## src/rtl/param_ram_pkg.sv

```systemverilog
// Shared constants and controller state encoding for the parameter RAM, its controller and the neuron engine.
package param_ram_pkg;

    localparam int DEPTH  = 8;
    localparam int ADDR_W = 3;
    localparam int DATA_W = 16;

    typedef enum logic [2:0] {
        IDLE = 3'd0,
        LOAD = 3'd1,
        RD   = 3'd2,
        CAP  = 3'd3,
        HOLD = 3'd4
    } state_t;

endpackage

```

## src/rtl/param_ram_ctrl.sv

```systemverilog
// Parameter RAM initiator: host weight load (1 word / 2 cycles), then a DEPTH-entry valid/ready stream (3 cycles/word).
// PARAM_RAM_CTRL_LOOP_EN: stream passes repeat until a start pulse arrives while busy.
module param_ram_ctrl #(
    parameter int DEPTH  = param_ram_pkg::DEPTH,
    parameter int ADDR_W = param_ram_pkg::ADDR_W,
    parameter int DATA_W = param_ram_pkg::DATA_W
) (
    input  logic              clk,
    input  logic              rst,
    input  logic              hostWrValid,
    input  logic [DATA_W-1:0] hostWrData,
    output logic              hostWrReady,
    input  logic              start,
    output logic              ramReadEn,
    output logic [ADDR_W-1:0] ramReadAdd,
    output logic              ramWriteEn,
    output logic [ADDR_W-1:0] ramWriteAdd,
    output logic [DATA_W-1:0] ramDataIn,
    input  logic [DATA_W-1:0] ramDataOut,
    output logic              outValid,
    output logic [DATA_W-1:0] outData,
    output logic [ADDR_W-1:0] outIndex,
    output logic              outLast,
    input  logic              outReady,
    output logic              busy,
    output logic [ADDR_W:0]   loadCount
);
    import param_ram_pkg::*;

    localparam logic [ADDR_W:0]   FULL_CNT = (ADDR_W+1)'(DEPTH);
    localparam logic [ADDR_W-1:0] LAST_IDX = ADDR_W'(DEPTH - 1);

    state_t            state;
    state_t            state_nxt;
    logic [ADDR_W-1:0] wr_ptr;
    logic [ADDR_W-1:0] rd_ptr;
    logic [ADDR_W-1:0] wr_add_q;
    logic [ADDR_W:0]   load_cnt;
    logic              out_vld_q;
    logic [DATA_W-1:0] out_dat_q;
    logic [ADDR_W-1:0] out_idx_q;
    logic              out_last_q;
    logic              wr_full;
    logic              out_hs;
    logic              loop_again;

    assign wr_full = (load_cnt == FULL_CNT);
    assign out_hs  = out_vld_q && outReady;

`ifdef PARAM_RAM_CTRL_LOOP_EN
    logic stop_req;

    // A start seen while busy ends the loop at the next outLast handshake.
    always_ff @(posedge clk) begin
        if (rst) begin
            stop_req <= 1'b0;
        end else if (state == IDLE) begin
            stop_req <= 1'b0;
        end else if (start) begin
            stop_req <= 1'b1;
        end
    end

    assign loop_again = !stop_req;
`else
    assign loop_again = 1'b0;
`endif

    always_ff @(posedge clk) begin
        if (rst) begin
            state <= IDLE;
        end else begin
            state <= state_nxt;
        end
    end

    always_comb begin
        state_nxt   = state;
        ramReadEn   = 1'b0;
        ramWriteEn  = 1'b0;
        hostWrReady = 1'b0;
        case (state)
            IDLE: begin
                if (start) begin
                    state_nxt = RD;
                end else if (hostWrValid && !wr_full) begin
                    state_nxt = LOAD;
                end
            end
            LOAD: begin
                ramWriteEn  = 1'b1;
                hostWrReady = 1'b1;
                state_nxt   = IDLE;
            end
            RD: begin
                ramReadEn = 1'b1;
                state_nxt = CAP;
            end
            CAP: begin
                ramReadEn = 1'b1;
                state_nxt = HOLD;
            end
            HOLD: begin
                if (out_hs) begin
                    state_nxt = (out_last_q && !loop_again) ? IDLE : RD;
                end
            end
            default: state_nxt = IDLE;
        endcase
    end

    always_ff @(posedge clk) begin
        if (rst) begin
            wr_ptr     <= '0;
            rd_ptr     <= '0;
            wr_add_q   <= '0;
            load_cnt   <= '0;
            out_vld_q  <= 1'b0;
            out_dat_q  <= '0;
            out_idx_q  <= '0;
            out_last_q <= 1'b0;
        end else begin
            if (state == IDLE && start) begin
                rd_ptr <= '0;
            end
            // Latch the write address on entry so it still holds once the pointer advances.
            if (state == IDLE && !start && hostWrValid && !wr_full) begin
                wr_add_q <= wr_ptr;
            end
            if (state == LOAD) begin
                wr_ptr <= wr_ptr + 1'b1;
                if (!wr_full) begin
                    load_cnt <= load_cnt + 1'b1;
                end
            end
            if (state == CAP) begin
                out_dat_q  <= ramDataOut;
                out_idx_q  <= rd_ptr;
                out_last_q <= (rd_ptr == LAST_IDX);
                out_vld_q  <= 1'b1;
            end
            if (state == HOLD && out_hs) begin
                out_vld_q <= 1'b0;
                // Pointer stays on the last entry after a single pass so the read address holds.
                if (!out_last_q || loop_again) begin
                    rd_ptr <= rd_ptr + 1'b1;
                end
            end
        end
    end

    assign ramReadAdd  = rd_ptr;
    assign ramWriteAdd = wr_add_q;
    assign ramDataIn   = (state == LOAD) ? hostWrData : '0;
    assign outValid    = out_vld_q;
    assign outData     = out_dat_q;
    assign outIndex    = out_idx_q;
    assign outLast     = out_last_q;
    assign busy        = (state != IDLE);
    assign loadCount   = load_cnt;

endmodule

```

## config.mk

```make
export PLATFORM = sky130hd
export DESIGN_NAME = param_ram_ctrl
export DESIGN_NICKNAME = d
export VERILOG_FILES = /design/src/rtl/param_ram_pkg.sv /design/src/rtl/param_ram_ctrl.sv
export SDC_FILE = /design/constraint.sdc
export NUM_CORES = 1
export LEC_CHECK = 0
export ABC_CLOCK_PERIOD_IN_PS = 3600
export CORE_MARGIN = 2
export CORE_UTILIZATION = 40
export DETAILED_ROUTE_END_ITERATION = 16
export GPL_ROUTABILITY_DRIVEN = 0
export PLACE_DENSITY = 0.93
export SLEW_MARGIN = 10
export SYNTH_ARGS = -nofsm -noshare
export SYNTH_HDL_FRONTEND = slang
export SYNTH_SLANG_ARGS = --single-unit
export TNS_END_PERCENT = 100
```

## constraint.sdc

```tcl
create_clock -name clk -period 3.6 [get_ports clk]
set_input_delay 0.36 -clock clk [delete_from_list [all_inputs] [get_ports clk]]
set_output_delay 0.36 -clock clk [all_outputs]
set_load 0.01 [all_outputs]
```

# Word-level counts from Yosys, hierarchy flattened
# Cells that the tools add are included.
[word_totals]
wordCells = 47
reg_bits = 37
[op_classes]
reduce_logical = 15
mux = 11
addsub = 3
bitwise = 1
n_eq_ne = 8
[ops]
columns = ["op", "count"]
rows = [
  ["3-bit 2-to-1 mux", 6],
  ["16-bit 2-to-1 mux", 1],
  ["3-bit case mux with 4 select lines", 1],
  ["1-bit logical AND", 7],
  ["3-bit by 1-bit adder with 3-bit output, second input constant", 2],
  ["3-bit by 2-bit == test with 1-bit output, second input constant", 2],
  ["3-bit == test, second input constant", 2],
  ["4-bit by 1-bit adder with 4-bit output, second input constant", 1],
  ["4-bit == test, second input constant", 1],
  ["2-bit AND reduction", 2],
  ["2-bit OR reduction", 2],
  ["3-bit by 1-bit == test with 1-bit output, second input constant", 1],
  ["3-bit logical NOT", 1],
  ["3-bit != test, second input constant", 1],
  ["3-bit nonzero test", 1],
  ["1-bit logical NOT", 2],
  ["1-bit 2-to-1 mux", 2],
  ["2-bit 2-to-1 mux", 1],
  ["2-bit != test, second input constant", 1],
  ["1-bit inverter", 1],
]

# Logic depth before layout (Yosys ltp)
# Gate-level depths: netlist of run 1.
[depth]
depth_word = 6
mapped_depth = 7

# Worst setup path after synthesis of run 1
# OpenSTA, ideal clock, no wires.
[synth_path]
path_type = "register -> output"
startpoint = "register state[0]"
endpoint = "output port ramDataIn[10]"
setup_slack_ps = 1753
n_path_buf = 3
arrival_time_ps = 1487
stages_incl_launch_ff = 7
cell_sequence = "dfxtp_1 -> buf_4 -> or3b_1 -> buf_2 -> inv_1 -> clkbuf_1 -> and2_1"
[synth_between]
elab_chain_len = 2
[synth_rtl]
columns = ["item", "line_no", "rtl"]
rows = [
  ["start: declaration", "param_ram_ctrl.sv:33", "state_t state;"],
  ["start signal: assignment", "param_ram_ctrl.sv:73", "state <= state_nxt;"],
  ["3-bit by 1-bit == test with 1-bit output", "param_ram_ctrl.sv:154", "assign ramDataIn = (state == LOAD) ? hostWrData : '0;"],
  ["16-bit 2-to-1 mux", "param_ram_ctrl.sv:154", ""],
  ["end: declaration", "param_ram_ctrl.sv:18", "output logic [DATA_W-1:0] ramDataIn,"],
]
# Every way passes these cells.

# Final worst setup path of run 1
[layout_path]
startpoint = "register state[0]"
endpoint = "output port ramDataIn[2]"
# Same word-level chain as after synthesis.

==> run summary, run 1 <==
CLOCKING
-----------------------------------------------------------------------------------------------
CTS resizes                                                                                   0
Maximum clock path buffer count                                                               2
Buffers inserted during post-CTS setup optimization                                           0
Total of hold buffers inserted after clock tree synthesis                                     0
Clock input transition at the sequential cells of the worst setup and hold paths          70 ps
Number of sinks handled by clock tree synthesis                                              37
Number of buffers inserted during clock tree synthesis                                        5
Clk Latency, worst-skew pair                                                             270 ps
Number of levels the H-tree was split into                                                    2
Buffer type at the clock tree root                                                     clkbuf_8
CTS tree                                                                                    yes

TIMING
-----------------------------------------------------------------------------------------------
Final Hold Violating Endpoints                                                                0
Largest clock skew in the final design                                                  5.66 ps
Final setup violation count                                                                   0
Maximum frequency from static timing analysis                                           358 MHz
Setup TNS after final layout                                                               0 ps
Tcrit/Tclk final                                                                          0.776
Slew margin rel.                                                                          0.464
Pin slew with the least headroom to its limit                                            802 ps
Minimum clock period                                                                    2790 ps
Final Max Tran Viols                                                                          0
RSZ-0062 raised after global routing                                                      false

LOGIC SYNTHESIS
-----------------------------------------------------------------------------------------------
Ys Warns                                                                                      0
Post-Synthesis Cells                                                                        203
Synthesized area per cell                                                             8.11 um^2
Synthesized Nets                                                                            245
Flip-flop and latch count after synthesis                                                    37
Share of the yosys chip area belonging to registers                                       0.450
Netlist cell types                                                                           32
Cell area after technology mapping                                                    1650 um^2

FLOORPLANNING
-----------------------------------------------------------------------------------------------
Die outline width                                                                       68.1 um
Full die area                                                                         4640 um^2
Core footprint                                                                        3970 um^2
Initial Utilization                                                                       0.414
Y dimension of the die                                                                  68.1 um
Boundary pin count                                                                           88
Number of cell rows                                                                          23

SETUP PATH
-----------------------------------------------------------------------------------------------
Endpoint of the most critical register-to-register path                            wr_ptr[0]$_SDFFE_PP0P_
Reg-to-Reg Start                                                                   state[0]$_SDFFE_PP0P_
Number of cells on the worst reg-to-reg path                                                  4
Worst reg2reg setup slack                                                               1820 ps
Largest stage delay on the critical path                                                 530 ps
Type of origin of the critical path                                                   flip-flop
Type of the setup path with the least slack                                        flip-flop to primary output
CP Data Arrival Time                                                                    2430 ps
Kind of end point of the critical path                                             primary output
Peak fanout along the critical path                                                          22
Number of buffers and inverters on the critical path                                          2
Data required time of the critical path                                                 3240 ps
Top delay family on crit path                                                      buffers and inverters
Slowest stage cell, crit path                                                      clkdlybuf4s50_1
Critical path, cell by cell                                                        or3b_1 -> inv_1 -> and2_1 -> clkdlybuf4s50_1
Startpoint of the worst setup timing path                                          state[0]$_SDFFE_PP0P_

DRT
-----------------------------------------------------------------------------------------------
Residual DRC count                                                                            0
Number of DRC violations after detailed-routing iteration 0                                  71
Total via count in the routed design                                                       1637
Pre-antenna DRT Iters                                                                         4
Post-detailed-routing wire length                                                       4000 um
Per-cell routed wire length                                                             12.0 um
DRT antenna net count                                                                         0
Average vias per placed instance                                                           4.90

PLACE
-----------------------------------------------------------------------------------------------
HPWL after detailed placement                                                           3020 um
Number of I/O port buffers                                                                   87

CELLS AND AREA
-----------------------------------------------------------------------------------------------
Area overhead of the layout relative to synthesis                                         58.4%
Total inserted antenna cells                                                                  0
Net total in the final layout                                                               325
Proportion of layout cells with a drive suffix above 1                                   0.0423

PWR
-----------------------------------------------------------------------------------------------
Final Power                                                                              846 uW
Maximum VDD drop                                                                       0.183 mV
Total power divided by cell area                                                    325 nW/um^2
Leak                                                                                   0.919 nW

OUTCOME
-----------------------------------------------------------------------------------------------
Outcome                                                                            finished, final reports clean

GLOBAL ROUTE
-----------------------------------------------------------------------------------------------
First-pass GRT wire length                                                              6330 um
Congestion Overflow GR                                                                        0
Pin count of the biggest net entering global routing                                         23
Total global-route track usage                                                            0.179
Vias in the first global route                                                             1536
Antenna violations before repair                                                              0

MIN PATH
-----------------------------------------------------------------------------------------------
Min-Delay Endpoint                                                                 outIndex[0]$_SDFFE_PP0P_
WHS Path Cells                                                                                2
Worst Hold Class                                                                   flip-flop to flip-flop
Hold Path Origin                                                                   outIndex[0]$_SDFFE_PP0P_

FLOW RUN
-----------------------------------------------------------------------------------------------
Max-cap violations                                                                            0

==> sequential cells by signal, indices dropped and copies added, names as in the netlist <==
signal / cells
outLast: 1
loadCount: 4
ramWriteAdd: 3
outData: 16
wr_ptr: 3
ramReadAdd: 3
outIndex: 3
state: 3
outValid: 1
==> power by group <==
part / switching (mW) / internal (mW) / total [mW]
clock network: 0.134 / 0.133 / 0.268
logic: 0.0581 / 0.0883 / 0.146
registers: 0.0119 / 0.420 / 0.432
==> Yosys cell counts <==
cell type	n	area, um^2
a211oi_1	1	7.51
a21oi_1	32	160
and2_1	16	100
and3b_1	2	17.5
and4b_1	1	10.0
buf_2	1	5.00
buf_4	2	15.0
clkbuf_1	11	41.3
clkbuf_2	1	5.00
dfxtp_1	37	741
ha_1	5	62.6
inv_1	6	22.5
mux2i_1	3	30.0
nand2_1	43	161
nand2b_1	6	37.5
nand3_1	6	30.0
nand3b_1	2	15.0
nand4b_1	1	8.76
nor2_1	3	11.3
nor2b_1	2	12.5
nor3_1	1	5.00
nor3b_2	1	12.5
nor4_1	1	6.26
o211ai_1	3	22.5
o21ai_0	6	30.0
o22a_1	1	8.76
or2_2	1	6.26
or3_1	4	25.0
or3b_1	1	8.76
or4_1	1	7.51
or4b_2	1	10.0
xnor2_1	1	8.76
==> how the worst max path moves through the flow <==
stage | to | slack, ps | cells after the start
after floorplan | ramDataIn[10] | 1750 | 6
final | ramDataIn[2] | 810 | 4
after global placement | ramDataIn[3] | 1170 | 4
after detailed placement | ramDataIn[12] | 1090 | 4
after global routing | ramDataIn[9] | 590 | 4
after CTS | ramDataIn[2] | 770 | 4
==> worst register-to-register path, stage by stage (launching register included) <==
cell and delay [ps]:
dfxtp_1 470, or3b_1 510, inv_1 430, xnor2_1 180, nor2_1 50
==> routing by layer <==
layer,share of wire,track usage,vias up
met2,0.49,0.319,66
met3,0.091,0.0773,2
met1,0.41,0.194,734
met4,0.0058,0.0475,0
li1,-,-,835
met5,0,0,-
==> layout by cell type, fill, tap and decap left out, drive strengths merged <==
master	instances
inv	6
nand3	6
clkbuf	5
or3b	1
nand2b	6
o211ai	3
nand3b	2
nor2	3
nor3	1
or4	1
clkdlybuf4s50	87
o22a	1
a211oi	1
nor3b	1
and2	16
a21oi	32
and3b	2
buf	1
or4b	1
and4b	1
clkinvlp	1
nor2b	2
nand4b	1
dfxtp	37
clkinv	2
ha	5
nand2	43
mux2i	3
or2	1
xnor2	1
nor4	1
or3	4
o21ai	6
==> area by class of cell <==
| class | instances | area (um^2) |
|---|---|---|
| clock buffers | 5 | 68.8 |
| repair buffers | 88 | 878 |
| fillers | 355 | 1370 |
| well taps | 50 | 62.6 |
| multi-input cells | 145 | 816 |
| clock inverters | 3 | 17.5 |
| inverters | 6 | 22.5 |
| flip-flops and latches | 37 | 741 |
==> cells by family after synthesis <==
| logic type | count (synthesis) | share of synthesized area |
|---|---|---|
| AND/OR/NAND/NOR | 93 | 0.295 |
| AO/OA/AOI/OAI | 43 | 0.139 |
| flip-flops | 37 | 0.450 |
| buffers and inverters | 21 | 0.0540 |
| adder cells (fa/ha/maj) | 5 | 0.0380 |
| multiplexers | 3 | 0.0183 |
| XOR/XNOR | 1 | 0.00532 |
==> per-stage QoR <==
stage / setup slack, ps / instances / utilization / area [um^2] / hold slack, ps
2_1_floorplan: 1750 / 203 / - / 1650 / 453
3_3_place_gp: 1170 / 326 / 0.635 / 2520 / 440
3_5_place_dp: 1090 / 326 / 0.635 / 2520 / 448
4_1_cts: 772 / 334 / 0.656 / 2610 / 458
5_1_grt: 588 / 334 / 0.656 / 2610 / 477
6_report: 807 / 334 / 0.656 / 2610 / 455
Note: power is estimated with default switching activity, not from simulation.
==> inputs of run 2 (changes only) <==
--- a/config.mk
+++ b/config.mk
@@ -5,12 +5,12 @@
 export SDC_FILE = /design/constraint.sdc
 export NUM_CORES = 1
 export LEC_CHECK = 0
-export ABC_CLOCK_PERIOD_IN_PS = 3600
+export ABC_CLOCK_PERIOD_IN_PS = 2400
 export CORE_MARGIN = 2
-export CORE_UTILIZATION = 40
+export CORE_UTILIZATION = 35
 export DETAILED_ROUTE_END_ITERATION = 16
 export GPL_ROUTABILITY_DRIVEN = 0
-export PLACE_DENSITY = 0.93
+export PLACE_DENSITY = 0.87
 export SLEW_MARGIN = 10
 export SYNTH_ARGS = -nofsm -noshare
 export SYNTH_HDL_FRONTEND = slang
==> constraint.sdc (replaced) <==
create_clock -name clk -period 2.4 [get_ports clk]
set_input_delay 0.24 -clock clk [delete_from_list [all_inputs] [get_ports clk]]
set_output_delay 0.24 -clock clk [all_outputs]
set_load 0.01 [all_outputs]
==> run summary, run 2 (synthesis results as in run 1) <==
OUTCOME
-----------------------------------------------------------------------------------------------
Outcome                                                                            finished, final reports clean   unchanged

SETUP PATH
-----------------------------------------------------------------------------------------------
Worst reg2reg setup slack                                                                690 ps   was 1820 ps
Type of origin of the critical path                                                   flip-flop   unchanged
Peak fanout along the critical path                                                          12   was 22
Reg-to-Reg Start                                                                   state[1]$_SDFFE_PP0P_   was state[0]$_SDFFE_PP0P_
CP Data Arrival Time                                                                    2030 ps   was 2430 ps
Type of the setup path with the least slack                                        flip-flop to primary output   unchanged
Number of cells on the worst reg-to-reg path                                                  4   unchanged
Kind of end point of the critical path                                             primary output   unchanged
Data required time of the critical path                                                 2160 ps   was 3240 ps
Endpoint of the most critical register-to-register path                            loadCount[2]$_SDFFE_PP0P_   was wr_ptr[0]$_SDFFE_PP0P_

CLOCKING
-----------------------------------------------------------------------------------------------
CTS tree                                                                                    yes   unchanged
Maximum clock path buffer count                                                               2   unchanged
Clk Latency, worst-skew pair                                                             280 ps   was 270 ps
Clock input transition at the sequential cells of the worst setup and hold paths          70 ps   about the same
Number of buffers inserted during clock tree synthesis                                        5   unchanged
Number of levels the H-tree was split into                                                    2   unchanged
Total of hold buffers inserted after clock tree synthesis                                     0   unchanged
Buffer type at the clock tree root                                                     clkbuf_8   unchanged
Number of sinks handled by clock tree synthesis                                              37   unchanged

DRT
-----------------------------------------------------------------------------------------------
Residual DRC count                                                                            0   unchanged
Average vias per placed instance                                                           4.89   was 4.90
Per-cell routed wire length                                                             12.3 um   was 12.0 um
Pre-antenna DRT Iters                                                                         4   unchanged
Total via count in the routed design                                                       1667   was 1637
Post-detailed-routing wire length                                                       4200 um   was 4000 um
Number of DRC violations after detailed-routing iteration 0                                  72   was 71
DRT antenna net count                                                                         0   unchanged

TIMING
-----------------------------------------------------------------------------------------------
Setup TNS after final layout                                                               0 ps   unchanged
Pin slew with the least headroom to its limit                                            816 ps   was 802 ps
RSZ-0062 raised after global routing                                                      false   unchanged
Tcrit/Tclk final                                                                          0.946
Maximum frequency from static timing analysis                                           441 MHz
Worst hold margin                                                                        454 ps   was 455 ps
Largest clock skew in the final design                                                  5.30 ps   was 5.66 ps
Minimum clock period                                                                    2270 ps
Final Hold Violating Endpoints                                                                0   unchanged
Final setup violation count                                                                   0   unchanged
Slew margin rel.                                                                          0.454   was 0.464
Final Max Tran Viols                                                                          0   unchanged

PWR
-----------------------------------------------------------------------------------------------
Maximum VDD drop                                                                       0.204 mV   was 0.183 mV
Leak                                                                                   0.943 nW   was 0.919 nW
Total power divided by cell area                                                    506 nW/um^2   was 325 nW/um^2
Final Power                                                                             1.35 mW   was 846 uW

PLACE
-----------------------------------------------------------------------------------------------
Cell area after placement                                                             2540 um^2   was 2520 um^2
Number of I/O port buffers                                                                   87   unchanged
HPWL after detailed placement                                                           3030 um   was 3020 um

CELLS AND AREA
-----------------------------------------------------------------------------------------------
Final core utilization                                                                    0.600   was 0.656
Number of flip-flops under the largest register name                                         16   unchanged
Most frequent standard cell in the layout excluding fill and tap cells             clkdlybuf4s50_1   unchanged
Commonest cells after routing, fill and taps aside                                 clkdlybuf4s50_1, nand2_1, dfxtp_1   unchanged
Net total in the final layout                                                               330   was 325
Area overhead of the layout relative to synthesis                                         62.1%   was 58.4%
Proportion of layout cells with a drive suffix above 1                                   0.0692   was 0.0423
Fill count                                                                                  412   was 355
Area of all placed cells without fillers                                              2670 um^2   was 2610 um^2
Total inserted antenna cells                                                                  0   unchanged

MIN PATH
-----------------------------------------------------------------------------------------------
Min-Delay Endpoint                                                                 outIndex[2]$_SDFFE_PP0P_   was outIndex[0]$_SDFFE_PP0P_
WHS Path Cells                                                                                2   unchanged
Worst Hold Class                                                                   flip-flop to flip-flop   unchanged
Hold Path Origin                                                                   outIndex[2]$_SDFFE_PP0P_   was outIndex[0]$_SDFFE_PP0P_

FLOORPLANNING
-----------------------------------------------------------------------------------------------
Y dimension of the die                                                                  72.6 um   was 68.1 um
Number of cell rows                                                                          24   was 23
Core footprint                                                                        4440 um^2   was 3970 um^2
Die outline width                                                                       72.6 um   was 68.1 um
Boundary pin count                                                                           88   unchanged
Initial Utilization                                                                       0.370   was 0.414
Full die area                                                                         5270 um^2   was 4640 um^2

GLOBAL ROUTE
-----------------------------------------------------------------------------------------------
Total global-route track usage                                                            0.160   was 0.179
Vias in the first global route                                                             1588   was 1536
First-pass GRT wire length                                                              6660 um   was 6330 um
Pin count of the biggest net entering global routing                                         41   was 23
Antenna violations before repair                                                              0   unchanged
Congestion Overflow GR                                                                        0   unchanged

FLOW RUN
-----------------------------------------------------------------------------------------------
Max-cap violations                                                                            0   unchanged

[run 2: worst max-delay path by stage]
stage	endpoint	depth (start not counted)	from
2_1_floorplan	ramDataIn[10]	6	state[0]$_SDFFE_PP0P_
3_3_place_gp	ramDataIn[6]	4	state[0]$_SDFFE_PP0P_
3_5_place_dp	ramDataIn[7]	4	state[0]$_SDFFE_PP0P_
4_1_cts	ramDataIn[7]	4	state[0]$_SDFFE_PP0P_
5_1_grt	ramDataIn[11]	4	state[1]$_SDFFE_PP0P_
6_report	ramDataIn[11]	4	state[1]$_SDFFE_PP0P_
[run 2: power by group]
group          internal (mW)  leakage, nW  switching (mW)
registers              0.630        0.300          0.0165
logic                  0.140        0.589          0.0935
clock network          0.259       0.0542           0.209
[run 2: repair_timing]
action,CTS,global route
gates resized for setup,1,2
buffers inserted,0,1
gates cloned,0,1
setup endpoints to repair,16,16
[run 2: metal layers]
layer | vias to the layer above | part of all wire | global-route usage
met5 | - | 0 | 0
met4 | 0 | 0.012 | 0.0556
met3 | 7 | 0.099 | 0.0708
met2 | 78 | 0.47 | 0.275
met1 | 739 | 0.42 | 0.174
li1 | 843 | - | -
[run 2: cell type report]
type	instances	area, um^2	area share
clock buffer	7	96.3	0.0361
clock inverter	1	5.00	0.00188
inverter	6	26.3	0.00985
multi-input combinational	145	818	0.307
sequential	37	742	0.278
tap	52	65.1	0.0244
timing repair buffer	92	908	0.341
timing repair inverter	1	5.00	0.00188
[run 2: per-stage QoR]
stage	setup slack, ps	std cells
2_1_floorplan	673	203
3_3_place_gp	309	331
3_5_place_dp	243	331
4_1_cts	7.93	339
5_1_grt	30.4	341
6_report	130	341
[run 2: worst max-delay path, cell delays in order (launching register included)]
cell and delay, ps:
dfxtp_1 400, or3b_4 450, clkinvlp_2 200, and2_1 160, clkdlybuf4s50_1 540
==> inputs of run 3 (changes only) <==
--- a/config.mk
+++ b/config.mk
@@ -5,12 +5,13 @@
 export SDC_FILE = /design/constraint.sdc
 export NUM_CORES = 1
 export LEC_CHECK = 0
+export ABC_AREA = 1
 export ABC_CLOCK_PERIOD_IN_PS = 2400
 export CORE_MARGIN = 2
 export CORE_UTILIZATION = 35
 export DETAILED_ROUTE_END_ITERATION = 16
 export GPL_ROUTABILITY_DRIVEN = 0
-export PLACE_DENSITY = 0.87
+export PLACE_DENSITY = 0.86
 export SLEW_MARGIN = 10
 export SYNTH_ARGS = -nofsm -noshare
 export SYNTH_HDL_FRONTEND = slang
==> run summary, run 3 <==
FLOORPLANNING
-----------------------------------------------------------------------------------------------
Number of cell rows                                                                          25   was 24
Core footprint                                                                        4690 um^2   was 4440 um^2
Full die area                                                                         5420 um^2   was 5270 um^2
Initial Utilization                                                                       0.362   was 0.370
Y dimension of the die                                                                  73.7 um   was 72.6 um
Die outline width                                                                       73.7 um   was 72.6 um
Boundary pin count                                                                           88   unchanged

PWR
-----------------------------------------------------------------------------------------------
Total power divided by cell area                                                    547 nW/um^2   was 506 nW/um^2
Maximum VDD drop                                                                       0.326 mV   was 0.204 mV
Leak                                                                                    1.12 nW   was 0.943 nW

GLOBAL ROUTE
-----------------------------------------------------------------------------------------------
Pin count of the biggest net entering global routing                                         30   was 41
Met2 global-route usage                                                                   0.267   was 0.275
Antenna violations before repair                                                              0   unchanged
Met1 demand-to-capacity share in global routing                                           0.175   was 0.174
Congestion Overflow GR                                                                        0   unchanged
Total global-route track usage                                                            0.149   was 0.160
Met3 Track Usage GR                                                                      0.0370   was 0.0708
Vias in the first global route                                                             1506   was 1588
Gr busiest metal                                                                           met2   unchanged
First-pass GRT wire length                                                              6430 um   was 6660 um

SETUP PATH
-----------------------------------------------------------------------------------------------
Slowest stage cell, crit path                                                      clkdlybuf4s50_1   unchanged
Critical path, cell by cell                                                        inv_1 -> nand3_2 -> inv_2 -> clkdlybuf4s50_1   was or3b_4 -> clkinvlp_2 -> and2_1 -> clkdlybuf4s50_1
Top delay family on crit path                                                      buffers and inverters   unchanged
Number of cells on the worst reg-to-reg path                                                  6   was 4
Startpoint of the worst setup timing path                                          state[2]$_SDFFE_PP0P_   was state[1]$_SDFFE_PP0P_
Peak fanout along the critical path                                                          20   was 12
Number of buffers and inverters on the critical path                                          3   was 2
Reg-to-Reg Start                                                                   state[2]$_SDFFE_PP0P_   was state[1]$_SDFFE_PP0P_
Largest stage delay on the critical path                                                 580 ps   was 540 ps
Worst reg2reg setup slack                                                                920 ps   was 690 ps
CP Data Arrival Time                                                                    1930 ps   was 2030 ps
Kind of end point of the critical path                                             primary output   unchanged
Type of origin of the critical path                                                   flip-flop   unchanged
Type of the setup path with the least slack                                        flip-flop to primary output   unchanged
Endpoint of the most critical register-to-register path                            loadCount[1]$_SDFFE_PP0P_   was loadCount[2]$_SDFFE_PP0P_
Data required time of the critical path                                                 2160 ps   about the same

LOGIC SYNTHESIS
-----------------------------------------------------------------------------------------------
Largest cells by area after synthesis                                              dfxtp_1, nor2_1, nand2_1   was dfxtp_1, nand2_1, a21oi_1
Share of flip-flops with an asynchronous set or reset                                         0   unchanged
Cell type contributing the most total cell area after synthesis                         dfxtp_1   unchanged
Share of the yosys chip area belonging to registers                                       0.436   was 0.450
Number of synthesized flops with an enable pin                                                0   unchanged
Synth Flop Type                                                                         dfxtp_1   unchanged
Post-Synthesis Cells                                                                        247   was 203
Synthesized area per cell                                                             6.87 um^2   was 8.11 um^2
Cell area after technology mapping                                                    1700 um^2   was 1650 um^2
Ys Warns                                                                                      0   unchanged
Commonest cells post-synth                                                         nor2_1, dfxtp_1, nand2_1   was nand2_1, dfxtp_1, a21oi_1
Area share of the leading cell type in the synthesized netlist                            0.436   was 0.450
Netlist cell types                                                                           21   was 32
Most used standard cell by instance count after synthesis                                nor2_1   was nand2_1
Flip-flop and latch count after synthesis                                                    37   unchanged
Synthesized Nets                                                                            289   was 245

DRT
-----------------------------------------------------------------------------------------------
DRT antenna net count                                                                         0   unchanged
Average vias per placed instance                                                           4.51   was 4.89
Pre-antenna DRT Iters                                                                         4   unchanged
Number of DRC violations after detailed-routing iteration 0                                  35   was 72
Post-detailed-routing wire length                                                       4160 um   was 4200 um
Total via count in the routed design                                                       1739   was 1667
Per-cell routed wire length                                                             10.8 um   was 12.3 um
Residual DRC count                                                                            0   unchanged

CELLS AND AREA
-----------------------------------------------------------------------------------------------
Commonest cells after routing, fill and taps aside                                 clkdlybuf4s50_1, nor2_1, dfxtp_1   was clkdlybuf4s50_1, nand2_1, dfxtp_1
Register area                                                                          741 um^2   was 742 um^2
Final core utilization                                                                    0.567   was 0.600
Most frequent standard cell in the layout excluding fill and tap cells             clkdlybuf4s50_1   unchanged
Area of the multi-input gates                                                          769 um^2   was 818 um^2
Area overhead of the layout relative to synthesis                                         56.6%   was 62.1%
Net total in the final layout                                                               373   was 330
Proportion of layout cells with a drive suffix above 1                                   0.0512   was 0.0692
Total inserted antenna cells                                                                  0   unchanged
Final standard cell count with taps included and fillers excluded                           386   was 341
Fill count                                                                                  461   was 412
Number of flip-flops under the largest register name                                         16   unchanged

CLOCKING
-----------------------------------------------------------------------------------------------
Total of hold buffers inserted after clock tree synthesis                                     0   unchanged
Clock input transition at the sequential cells of the worst setup and hold paths          70 ps   about the same
CTS resizes                                                                                   0   was 1
Number of sinks handled by clock tree synthesis                                              37   unchanged
Maximum clock path buffer count                                                               2   unchanged
CTS tree                                                                                    yes   unchanged
Buffers inserted during post-CTS setup optimization                                           0   unchanged
Number of levels the H-tree was split into                                                    2   unchanged
Clk Latency, worst-skew pair                                                             280 ps   about the same
Number of buffers inserted during clock tree synthesis                                        5   unchanged
Buffer type at the clock tree root                                                     clkbuf_8   unchanged

OUTCOME
-----------------------------------------------------------------------------------------------
Outcome                                                                            finished, final reports clean   unchanged

TIMING
-----------------------------------------------------------------------------------------------
RSZ-0062 raised after global routing                                                      false   unchanged
Tcrit/Tclk final                                                                          0.904   was 0.946
Pin slew with the least headroom to its limit                                            414 ps   was 816 ps
Setup TNS after final layout                                                               0 ps   unchanged
Largest clock skew in the final design                                                  10.3 ps   was 5.30 ps
Minimum clock period                                                                    2170 ps   was 2270 ps
Worst Setup Slack, final                                                                 231 ps   was 130 ps
Final Hold Violating Endpoints                                                                0   unchanged
Maximum frequency from static timing analysis                                           461 MHz   was 441 MHz
Slew margin rel.                                                                          0.724   was 0.454
Final Max Tran Viols                                                                          0   unchanged
Final setup violation count                                                                   0   unchanged

MIN PATH
-----------------------------------------------------------------------------------------------
Hold Path Origin                                                                   outData[5]$_SDFFE_PP0P_   was outIndex[2]$_SDFFE_PP0P_
WHS Path Cells                                                                                2   unchanged
Min-Delay Endpoint                                                                 outData[5]$_SDFFE_PP0P_   was outIndex[2]$_SDFFE_PP0P_
Worst Hold Class                                                                   flip-flop to flip-flop   unchanged

PLACE
-----------------------------------------------------------------------------------------------
Number of I/O port buffers                                                                   87   unchanged
HPWL after detailed placement                                                           3230 um   was 3030 um
Placed Instances                                                                            378   was 331
Placement Setup Slack                                                                    516 ps   was 243 ps

FLOW RUN
-----------------------------------------------------------------------------------------------
Max-cap violations                                                                            0   unchanged

run 3: cell count changes in the layout (fill, tap and decap cells not counted), sizes merged, moves of 4 or more:
cell	delta
nor2	+76
inv	+27
a21oi	-24
o21ai	+20
and2	-16
nand2	-12
nand2b	-6
nand3	+6
buf	-4
or3	-4
run 3: through the flow:
step           cell area [um^2]  hold WS, ps  power (mW)
2_1_floorplan              1700          387       0.879
3_3_place_gp               2580          461        1.06
3_5_place_dp               2580          472        1.07
4_1_cts                    2660          484        1.48
5_1_grt                    2660          502        1.54
6_report                   2660          483        1.46
run 3: worst max path at each step:
stage,slack (ps),to,cells past startpoint
floorplan,1130,ramWriteAdd[0]$_SDFFE_PP0P_,8
global placement,570,hostWrReady,4
detailed placement,520,hostWrReady,4
CTS,220,hostWrReady,4
global route,80,hostWrReady,4
finish,230,hostWrReady,4
run 3: per-layer routing:
metal,vias to the layer above,share of wire
li1,931,-
met1,772,0.43
met2,32,0.53
met3,4,0.035
met4,0,0.0099
met5,-,0
run 3: cell type report:
cell class                 count  share of cell area
multi-input combinational    167               0.289
tap                           54              0.0254
clock buffer                   6              0.0273
timing repair buffer          88               0.330
inverter                      32              0.0452
sequential                    37               0.279
clock inverter                 2             0.00376
run 3: cell families after synthesis:
kind of cell / synth area share
xor gates and xnor gates: 0.00516
adders and majority gates: 0.0368
and+or+nand+nor: 0.311
buffers and inverters: 0.111
DFF: 0.436
AOI/OAI and AO/OA: 0.100
run 3: power by group:
| group | switching, mW | internal, mW |
|---|---|---|
| Combinational | 0.173 | 0.200 |
| Sequential | 0.0306 | 0.652 |
| Clock | 0.199 | 0.201 |
| Total | 0.403 | 1.05 |
run 3: tightest hold or removal path, delay by kind of cell (launching register included):
kind	cells	cell delay, ps
DFF	1	320
and+or+nand+nor	2	120
